--- src/rtl/expr_eval.sv ---
// expr_eval: streaming evaluator for single-digit '+'/'*' ASCII expressions, '*' binding tighter.
// Ports: clk; clr (async, active-low); restart (sync clear, beats in_valid);
//        in/in_valid (ASCII character stream); result (expression value, mod 2^WIDTH);
//        ok (input ends on a digit, no error); err (sticky malformed); ovf (sticky overflow).
module expr_eval #(
  parameter int WIDTH = 16
) (
  input  logic             clk,
  input  logic             clr,
  input  logic             restart,
  input  logic [7:0]       in,
  input  logic             in_valid,
  output logic [WIDTH-1:0] result,
  output logic             ok,
  output logic             err,
  output logic             ovf
);
  localparam int PW = WIDTH + 4;
  typedef enum logic [1:0] {IDLE, DIG, OP, ERR} state_e;
  state_e           state_q, state_d;
  logic [WIDTH-1:0] sum_q, sum_d, prod_q, prod_d, result_q, result_d;
  logic             mul_pend_q, mul_pend_d, ok_q, ok_d, err_q, err_d, ovf_q, ovf_d;
  logic             is_dig, is_mul, is_add, do_mul;
  logic [3:0]       dval;
  logic [PW-1:0]    prod_full;
  logic [WIDTH-1:0] prod_new, sum_base;
  logic [WIDTH:0]   res_full, add_full;
  // '0'..'9' are 0x30..0x39, so the low nibble is the digit value
  assign is_dig    = (in >= 8'd48) && (in <= 8'd57);
  assign is_mul    = in == 8'd42;
  assign is_add    = in == 8'd43;
  assign dval      = in[3:0];
  assign do_mul    = (state_q == OP) && mul_pend_q;
  assign prod_full = PW'(prod_q) * PW'(dval);
  assign prod_new  = do_mul ? prod_full[WIDTH-1:0] : WIDTH'(dval);
  // a fresh expression starts from an empty sum
  assign sum_base  = (state_q == IDLE) ? '0 : sum_q;
  assign res_full  = {1'b0, sum_base} + {1'b0, prod_new};
  assign add_full  = {1'b0, sum_q} + {1'b0, prod_q};
  always_comb begin
    state_d    = state_q;
    sum_d      = sum_q;
    prod_d     = prod_q;
    mul_pend_d = mul_pend_q;
    result_d   = result_q;
    ovf_d      = ovf_q;
    if (in_valid) begin
      case (state_q)
        IDLE, OP: begin
          if (is_dig) begin
            state_d  = DIG;
            prod_d   = prod_new;
            sum_d    = sum_base;
            result_d = res_full[WIDTH-1:0];
            ovf_d    = ovf_q | res_full[WIDTH] | (do_mul && (prod_full[PW-1:WIDTH] != '0));
          end else state_d = ERR;
        end
        DIG: begin
          if (is_add) begin
            state_d    = OP;
            sum_d      = add_full[WIDTH-1:0];
            mul_pend_d = 1'b0;
            ovf_d      = ovf_q | add_full[WIDTH];
          end else if (is_mul) begin
            state_d    = OP;
            mul_pend_d = 1'b1;
          end else state_d = ERR;
        end
        default: state_d = ERR;
      endcase
    end
    if (restart) begin
      state_d    = IDLE;
      sum_d      = '0;
      prod_d     = '0;
      mul_pend_d = 1'b0;
      result_d   = '0;
      ovf_d      = 1'b0;
    end
    ok_d  = state_d == DIG;
    err_d = state_d == ERR;
  end
  always_ff @(posedge clk or negedge clr) begin
    if (!clr) begin
      state_q    <= IDLE;
      sum_q      <= '0;
      prod_q     <= '0;
      mul_pend_q <= 1'b0;
      result_q   <= '0;
      ok_q       <= 1'b0;
      err_q      <= 1'b0;
      ovf_q      <= 1'b0;
    end else begin
      state_q    <= state_d;
      sum_q      <= sum_d;
      prod_q     <= prod_d;
      mul_pend_q <= mul_pend_d;
      result_q   <= result_d;
      ok_q       <= ok_d;
      err_q      <= err_d;
      ovf_q      <= ovf_d;
    end
  end
  assign result = result_q;
  assign ok     = ok_q;
  assign err    = err_q;
  assign ovf    = ovf_q;
endmodule

--- config.mk ---
export PLATFORM = sky130hd
export DESIGN_NAME = expr_eval
export DESIGN_NICKNAME = d
export VERILOG_FILES = /design/src/rtl/expr_eval.sv
export SDC_FILE = /design/constraint.sdc
export NUM_CORES = 1
export LEC_CHECK = 0
export BUFFER_PORTS_ARGS = -buffer_cell sky130_fd_sc_hd__buf_2
export CAP_MARGIN = 30
export CORE_MARGIN = 8
export CORE_UTILIZATION = 55
export CTS_BUF_LIST = sky130_fd_sc_hd__clkbuf_4 sky130_fd_sc_hd__clkbuf_8 sky130_fd_sc_hd__clkbuf_16
export CTS_CLUSTER_DIAMETER = 150
export CTS_CLUSTER_SIZE = 8
export DETAILED_ROUTE_END_ITERATION = 7
export HOLD_SLACK_MARGIN = 0.02
export PLACE_DENSITY = 0.72
export SETUP_SLACK_MARGIN = 0.4
export SKIP_LAST_GASP = 1
export SLEW_MARGIN = 0
export SYNTH_ARGS = -nofsm -noshare
export SYNTH_HDL_FRONTEND = slang
export SYNTH_SLANG_ARGS = --single-unit
--- constraint.sdc ---
create_clock -name clk -period 11.9 [get_ports clk]
set_input_delay 1.785 -clock clk [delete_from_list [all_inputs] [get_ports clk]]
set_output_delay 1.785 -clock clk [all_outputs]
set_load 0.005 [all_outputs]
==> flow_summary.rst, run 1 <==
.. list-table::
   :header-rows: 1

   * - Metric
     - Value
   * - Result of the run
     - finished clean
   * - Half-perimeter wire length after detailed placement
     - just over 10000 um
   * - Inserted Clock Buffers
     - 5
   * - DR vias
     - roughly 4800
   * - Share of power burned in registers
     - between 50% and 60%
   * - Required time reported for the critical path endpoint
     - around 12000 ps
   * - Number of DRC markers in iteration 0
     - 437
   * - Detail-routed net length per standard cell
     - 16.0 um
   * - Horizontal die dimension
     - 117 um
   * - Max clock buf depth
     - 2
   * - DRC errors left
     - 0
   * - Prevailing post-synth register cell
     - sky130_fd_sc_hd__dfrtp_1
   * - Clock Skew
     - between 10 and 15 ps
   * - Storage element area
     - 1350 um2
   * - Clk pin slew, worst setup/hold paths
     - 100 ps
   * - Aggregate global routing overflow
     - 0
   * - Origin of the critical flop-to-flop path
     - prod_q[1]$_DFFE_PN0P_
   * - Cell Rows
     - 37
   * - Share of synthesized flip-flops with an asynchronous set or reset
     - 100%
   * - Count of antenna-violating nets left after detailed routing
     - 0
   * - Synth-to-Final Area Change
     - 6.93%
   * - Drt first pass iters
     - 5
   * - Maximum number of pins on one net before global-route repair
     - 55
   * - Worst path cell trace
     - buf_2 -> and2_1 -> fa_1 -> inv_1 -> fa_1 -> inv_1 -> ha_1 -> nor2b_1 -> o21ai_0 -> a21boi_0 -> a211oi_1 -> ha_1 -> and3_1 -> a211oi_2 -> o311ai_2 -> a21o_1 -> a21o_1 -> a31oi_1 -> a221o_1 -> a31oi_1
   * - Critical Setup Path Class
     - in2reg
   * - Total routing resource utilization after global routing
     - roughly 20%
   * - Post-synthesis sequential element count
     - 54
   * - Cell total after placement
     - ~830
   * - Cts-stage hold buffer count
     - 0
   * - Slew Limit Headroom
     - between 40% and 50%
   * - Initial Util
     - ~56%
   * - Total count of hold-check failures in the final report
     - 0
   * - Global-route wire length before repair
     - around 24000 um
   * - Final setup fails
     - 0
   * - Final Wtd Congestion
     - ~0.87
   * - Final cell utilization of the core
     - between 50% and 60%
   * - Cell internal pwr
     - ~0.00026 W
   * - Number of antenna violations at the first check in global routing
     - 0
   * - Leakage component of the power
     - between 2 and 3 nW
   * - Sw Share
     - roughly 24%
   * - Multi-input gate area in the final layout
     - 4020 um2
   * - Worst-Skew Late Latency
     - ~320 ps
   * - Instance count of the mapped netlist
     - 680
   * - Maximum resistive drop on vdd
     - roughly 0.000068 V
   * - Post-layout power
     - 0.000342 W
   * - Worst setup timing slack at the placement stage
     - 5180 ps
   * - Vias in the first global route
     - around 5000
   * - Drt via density
     - approximately 5.7
   * - Post-Synthesis Cell Area
     - between 5000 and 6000 um2
   * - Sink count of the clock tree
     - 54
   * - Setup TNS
     - 0 ps
   * - Worst hold start
     - result[1]$_DFFE_PN0P_
   * - Die area
     - between 10000 and 15000 um2
   * - TritonCTS clock tree
     - built
   * - Core outline area
     - roughly 10000 um2
   * - I/O pin count
     - 31
   * - Unrepaired setup endpoints after global routing
     - no
   * - Type of the most critical hold path
     - reg2reg
   * - Switching power
     - 0.0000825 W
   * - Share of layout cells above drive strength 1
     - around 8.6%
   * - Number of inserted diodes
     - 0
   * - Worst-case setup margin in the final layout
     - 5430 ps
   * - Data arrival time of the worst path
     - 6670 ps
   * - Power share of the combinational group
     - ~8%
   * - Max-capacitance violation count
     - 0
   * - Time the final worst path needs with I/O delays and setup
     - around 6500 ps
   * - Final Non-Filler Cells
     - approximately 840
   * - Post-CTS setup-driven buffer insertion count
     - 0
   * - Slowest cell delay on critical path
     - 540 ps
   * - Total Routed Length
     - approximately 13000 um
   * - Final cycle utilization of the critical path
     - between 50% and 60%
   * - Top fanout value on the critical path
     - 19
   * - Total of cells resized after clock tree synthesis
     - 0
   * - Number of enable-type register cells in the synthesized netlist
     - 0
   * - Unique cell type count in the Yosys netlist
     - 53
   * - Slowest stage cell on the critical path
     - sky130_fd_sc_hd__fa_1
   * - Worst Max-Slew Pin Slew
     - roughly 800 ps
   * - Critical Path End Type
     - register
   * - Clock Tree Root
     - sky130_fd_sc_hd__clkbuf_8
   * - F_max
     - 155 MHz
   * - CTS H-Tree Depth
     - 2
   * - Worst Hold Depth
     - 2
   * - Number of pins with negative max-slew slack in the final report
     - 0
   * - Number of filler cells placed in the layout
     - around 880
   * - Total nets after synthesis
     - just under 800
   * - Setup crit start kind
     - input port
   * - Post-layout nets
     - roughly 800
   * - Syn Area/Cell
     - slightly above 8 um2
   * - Buffers added on ports
     - 30
   * - Worst-case reg-to-reg path depth
     - 19
   * - Warnings, synthesis
     - 0
   * - Cell area power density
     - about 57 nW/um2
   * - Sequential cell area fraction in the yosys report
     - 23.9%
   * - Critical path origin
     - in[3]
   * - Die Y-Extent
     - between 100 and 150 um
   * - Portion of total power attributed to the clock network
     - approximately 37%
## cell usage in the layout, fill, tap and decap left out, types with 7 or more instances in the layout
cell type / n
sky130_fd_sc_hd__nand2_1: 89
sky130_fd_sc_hd__buf_2: 30
sky130_fd_sc_hd__a21o_1: 15
sky130_fd_sc_hd__o21ai_0: 29
sky130_fd_sc_hd__fa_1: 30
sky130_fd_sc_hd__inv_1: 53
sky130_fd_sc_hd__nor2b_1: 25
sky130_fd_sc_hd__ha_1: 56
sky130_fd_sc_hd__a211oi_1: 7
sky130_fd_sc_hd__nand3_1: 7
sky130_fd_sc_hd__nor3_1: 21
sky130_fd_sc_hd__nor2_1: 40
sky130_fd_sc_hd__a21oi_1: 57
sky130_fd_sc_hd__xnor2_1: 22
sky130_fd_sc_hd__dfrtp_1: 54
sky130_fd_sc_hd__xor2_1: 12
sky130_fd_sc_hd__and2_1: 54
## state kept, by name, indices dropped and copies added (netlist names)
| signal | count |
|---|---|
| mul_pend_q | 1 |
| prod_q | 16 |
| ok | 1 |
| ovf | 1 |
| sum_q | 16 |
| result | 16 |
| state_q | 2 |
| err | 1 |
## final timing paths
path                            slack, ps               endpoint
worst max-delay path                 5430        ovf$_DFFE_PN0P_
worst min-delay path                  520  result[1]$_DFFE_PN0P_
worst max register to register       6590        ovf$_DFFE_PN0P_
worst min register to register        520  result[1]$_DFFE_PN0P_
max in group asynchronous            9840  result[7]$_DFFE_PN0P_
min in group asynchronous            1580  result[0]$_DFFE_PN0P_
## synth_stat cells (all sizes together), types with 22 or more instances
| cell | n | share of area, % |
|---|---|---|
| a21oi | 59 | 5.4 |
| and2 | 54 | 6.0 |
| clkbuf | 22 | 1.5 |
| dfrtp | 54 | 24 |
| fa | 30 | 11 |
| ha | 56 | 12 |
| inv | 53 | 3.5 |
| nand2 | 89 | 5.9 |
| nor2 | 41 | 2.7 |
| nor2b | 25 | 2.8 |
| nor3 | 22 | 2.0 |
| o21ai | 37 | 3.5 |
| xnor2 | 22 | 3.4 |
## power by group through the flow
stage | registers, W | logic (W) | clock network (W)
finish | 0.000187 | 0.0000271 | 0.000127
global route | 0.000187 | 0.0000302 | 0.000139
CTS | 0.000187 | 0.0000272 | 0.000131
detailed placement | 0.000191 | 0.0000272 | 0
global placement | 0.000191 | 0.0000259 | 0
floorplan | 0.000189 | 0.0000148 | 0
## routing by layer
metal | global-route usage [%] | wire, um
met5 | 0 | 0
met4 | 5.52 | 208
met3 | 2.93 | 567
met2 | 31.9 | 5960
met1 | 27.3 | 6690
## kinds of logic (layout without fill, tap and decap cells)
family	count (synthesis)	after routing	synth area share [%]
flip-flops	54	54	23.9
adder cells (fa/ha/maj)	86	86	23.0
AND/OR/NAND/NOR	265	265	23.4
buffers and inverters	75	96	4.98
XOR/XNOR	34	34	5.27
AO/OA/AOI/OAI	160	160	18.3
multiplexers	6	6	1.11
## stage by stage
step | cell area [um2] | hold slack [ps]
4_1_cts | 6050 | 526
3_3_place_gp | 5920 | 503
5_1_grt | 6050 | 549
6_report | 6050 | 524
2_1_floorplan | 5650 | 460
3_5_place_dp | 5930 | 512
## cell type report
type	count	share of cell area (%)
well taps	136	2.81
clock buffers	7	1.39
clock inverters	1	0.497
inverters	53	3.29
repair buffers	35	3.10
flip-flops and latches	54	22.4
multi-input cells	551	66.6
## worst max-delay path, delay by kind of cell
kind / cells / cell delay (ps)
and+or+nand+nor: 3 / 540
buffers and inverters: 3 / 300
AOI/OAI and AO/OA: 10 / 2260
adders and majority gates: 4 / 1780
Power figures use the tool's default switching activity.
==> inputs of run 2 (changes only) <==
--- a/config.mk
+++ b/config.mk
@@ -14,7 +14,7 @@
 export CTS_CLUSTER_SIZE = 8
 export DETAILED_ROUTE_END_ITERATION = 7
 export HOLD_SLACK_MARGIN = 0.02
-export PLACE_DENSITY = 0.72
+export PLACE_DENSITY = 0.75
 export SETUP_SLACK_MARGIN = 0.4
 export SKIP_LAST_GASP = 1
 export SLEW_MARGIN = 0
==> constraint.sdc (replaced) <==
create_clock -name clk -period 5.63 [get_ports clk]
set_input_delay 0.8445 -clock clk [delete_from_list [all_inputs] [get_ports clk]]
set_output_delay 0.8445 -clock clk [all_outputs]
set_load 0.005 [all_outputs]
==> flow_summary.rst, run 2 (synthesis gave the netlist of run 1 again) <==
.. list-table::
   :header-rows: 1

   * - Metric
     - Value
   * - Drt via density
     - 5.75 (+0.38%)
   * - Initial Util
     - 55.8% (unchanged)
   * - Total Routed Length
     - 13200 um (-2.1%)
   * - Die area
     - 13800 um2 (unchanged)
   * - Type of the most critical hold path
     - reg2reg
   * - Worst-case setup margin in the final layout
     - 581 ps (-4850 ps)
   * - CP Depth
     - 21 (+5.0%)
   * - Buffers added on ports
     - 30 (unchanged)
   * - Worst-case reg-to-reg path depth
     - 20 (+1)
   * - Clock Tree Root
     - sky130_fd_sc_hd__clkbuf_8
   * - Maximum resistive drop on vdd
     - 0.000167 V (+150%)
   * - Final setup fails
     - 0 (unchanged)
   * - Sink count of the clock tree
     - 54 (unchanged)
   * - Post-route worst hold slack
     - 503 ps (-21.0 ps)
   * - Most common cell after layout, fill and taps aside
     - sky130_fd_sc_hd__nand2_1
   * - Detail-routed net length per standard cell
     - 15.6 um (-2.5%)
   * - Final cell utilization of the core
     - 61.3% (+1.6 points)
   * - Setup crit start kind
     - input port
   * - I/O pin count
     - 31 (unchanged)
   * - CTS H-Tree Depth
     - 2 (unchanged)
   * - Count of antenna-violating nets left after detailed routing
     - 0 (unchanged)
   * - Max clock buf depth
     - 2 (unchanged)
   * - TritonCTS clock tree
     - built
   * - Unrepaired setup endpoints after global routing
     - no
   * - Slew Limit Headroom
     - 37.0% (-8.8 points)
   * - Total routing resource utilization after global routing
     - 19.3% (-0.61 points)
   * - Slowest stage cell on the critical path
     - sky130_fd_sc_hd__fa_1
   * - DR vias
     - 4833 (+0.86%)
   * - Worst-Skew Late Latency
     - 320 ps (about the same)
   * - Worst Max-Slew Pin Slew
     - 942 ps (+131 ps)
   * - Leakage component of the power
     - 3.01 nW (+1.3%)
   * - Buffers & Inverters on Critical Path
     - 3 (unchanged)
   * - Global-route wire length before repair
     - 22800 um (-3.1%)
   * - Final cycle utilization of the critical path
     - between 80% and 90%
   * - Required time reported for the critical path endpoint
     - 5870 ps (-6230 ps)
   * - F_max
     - between 150 and 200 MHz
   * - Total count of hold-check failures in the final report
     - 0 (unchanged)
   * - Clock Skew
     - 9.37 ps (-3.69 ps)
   * - Synth-to-Final Area Change
     - 9.87%
   * - Drt first pass iters
     - 5 (unchanged)
   * - Data arrival time of the worst path
     - 5290 ps (-1380 ps)
   * - Critical Setup Path Class
     - in2reg
   * - Number of pins with negative max-slew slack in the final report
     - 0 (unchanged)
   * - Half-perimeter wire length after detailed placement
     - 10300 um (+0.82%)
   * - Slowest cell delay on critical path
     - 540 ps (about the same)
   * - Highest-count cells in the layout ignoring fill and taps
     - 88 x sky130_fd_sc_hd__nand2_1, 54 x sky130_fd_sc_hd__dfrtp_1, 53 x sky130_fd_sc_hd__inv_1, 53 x sky130_fd_sc_hd__and2_1, 52 x sky130_fd_sc_hd__a21oi_1
   * - Number of antenna violations at the first check in global routing
     - 0 (unchanged)
   * - Cell Rows
     - 37 (unchanged)
   * - Max-capacitance violation count
     - 0 (unchanged)
   * - Core outline area
     - 10100 um2 (unchanged)
   * - Clk pin slew, worst setup/hold paths
     - 90 ps (about the same)
   * - Worst hold start
     - sum_q[14]$_DFFE_PN0P_
   * - Number of DRC markers in iteration 0
     - 310 (-29%)
   * - Vias in the first global route
     - 4920 (+0.90%)
   * - Inserted Clock Buffers
     - 5 (unchanged)
   * - Final Wtd Congestion
     - 0.894 (+3.1%)
   * - Aggregate global routing overflow
     - 0 (unchanged)
   * - Post-CTS setup-driven buffer insertion count
     - 0 (unchanged)
   * - Critical Path End Type
     - register
   * - Setup TNS
     - 0 ps (unchanged)
   * - Worst Hold Depth
     - 2 (unchanged)
   * - Number of inserted diodes
     - 0 (unchanged)
   * - Number of filler cells placed in the layout
     - 891 (+0.91%)
   * - Horizontal die dimension
     - 117 um (unchanged)
   * - Largest delay contributor family on the critical path
     - adder cells
   * - Maximum number of pins on one net before global-route repair
     - 55 (unchanged)
   * - Time the final worst path needs with I/O delays and setup
     - 5050 ps
   * - Cts-stage hold buffer count
     - 0 (unchanged)
   * - Post-layout power
     - 0.000682 W (+100%)
   * - Worst path cell trace
     - clkbuf_4 -> and2_1 -> fa_1 -> inv_1 -> fa_1 -> inv_1 -> ha_4 -> and2_4 -> a22oi_2 -> nand3b_1 -> xnor2_1 -> nor2_2 -> ha_1 -> and3_1 -> a211oi_4 -> o311ai_4 -> a21o_1 -> a21o_1 -> a31oi_2 -> a221o_1 -> a31oi_1
   * - Critical path origin
     - in[3]
   * - DRC errors left
     - 0 (unchanged)
   * - Top fanout value on the critical path
     - 14 (-5)
   * - Post-layout nets
     - 802 (+0.50%)
   * - Result of the run
     - finished clean
   * - Die Y-Extent
     - 117 um (unchanged)
   * - Share of layout cells above drive strength 1
     - 12.1% (+3.5 points)
   * - Origin of the critical flop-to-flop path
     - prod_q[3]$_DFFE_PN0P_
   * - Cell area power density
     - 110 nW/um2 (+94%)
   * - Worst setup timing slack at the placement stage
     - 27.4 ps (-5150 ps)
-- run 2: layout make-up --
type                    instances  area [um2]  share of cell area, %
clock buffers                   7        90.1                   1.45
clock inverters                 1        5.00                 0.0806
inverters                      53         199                   3.20
multi-input cells             551        4170                   67.2
flip-flops and latches         54        1350                   21.8
well taps                     136         170                   2.74
repair buffers                 39         225                   3.63
-- run 2: final timing paths --
check	endpoint	slack (ps)
worst max-delay path	ovf$_DFFE_PN0P_	580
worst min-delay path	sum_q[14]$_DFFE_PN0P_	500
worst max register to register	ovf$_DFFE_PN0P_	780
worst min register to register	sum_q[14]$_DFFE_PN0P_	500
max in group asynchronous	prod_q[8]$_DFFE_PN0P_	4540
min in group asynchronous	result[0]$_DFFE_PN0P_	640
-- run 2: timing repair --
| item | 4_1_cts | 5_1_grt |
|---|---|---|
| gates resized for setup | 3 | 24 |
| endpoints found under the setup margin | 1 | 4 |
| pin swaps | 4 | 10 |
-- run 2: metrics by stage --
stage	area, um2	instances
2_1_floorplan	5670	680
3_3_place_gp	5980	833
4_1_cts	6090	841
6_report	6210	841
5_1_grt	6210	841
3_5_place_dp	5980	833
-- run 2: tightest hold or removal path: cells and delay by family, from the launching register on --
| family | cells | cell delay, ps |
|---|---|---|
| flip-flops | 1 | 370 |
| AND/OR/NAND/NOR | 2 | 110 |
-- run 2: power breakdown --
group / internal [W] / switching, W
Combinational: 0.0000158 / 0.0000417
Clock: 0.000104 / 0.000125
Sequential: 0.000390 / 0.00000545
Total: 0.000510 / 0.000172
-- run 2: layer usage --
| layer | GRT usage, % | vias up | wire [um] |
|---|---|---|---|
| met5 | 0 | - | 0 |
| met4 | 6.57 | 0 | 200 |
| met3 | 2.64 | 16 | 656 |
| met2 | 31.7 | 127 | 6190 |
| met1 | 25.6 | 2326 | 6110 |
| li1 | - | 2364 | - |
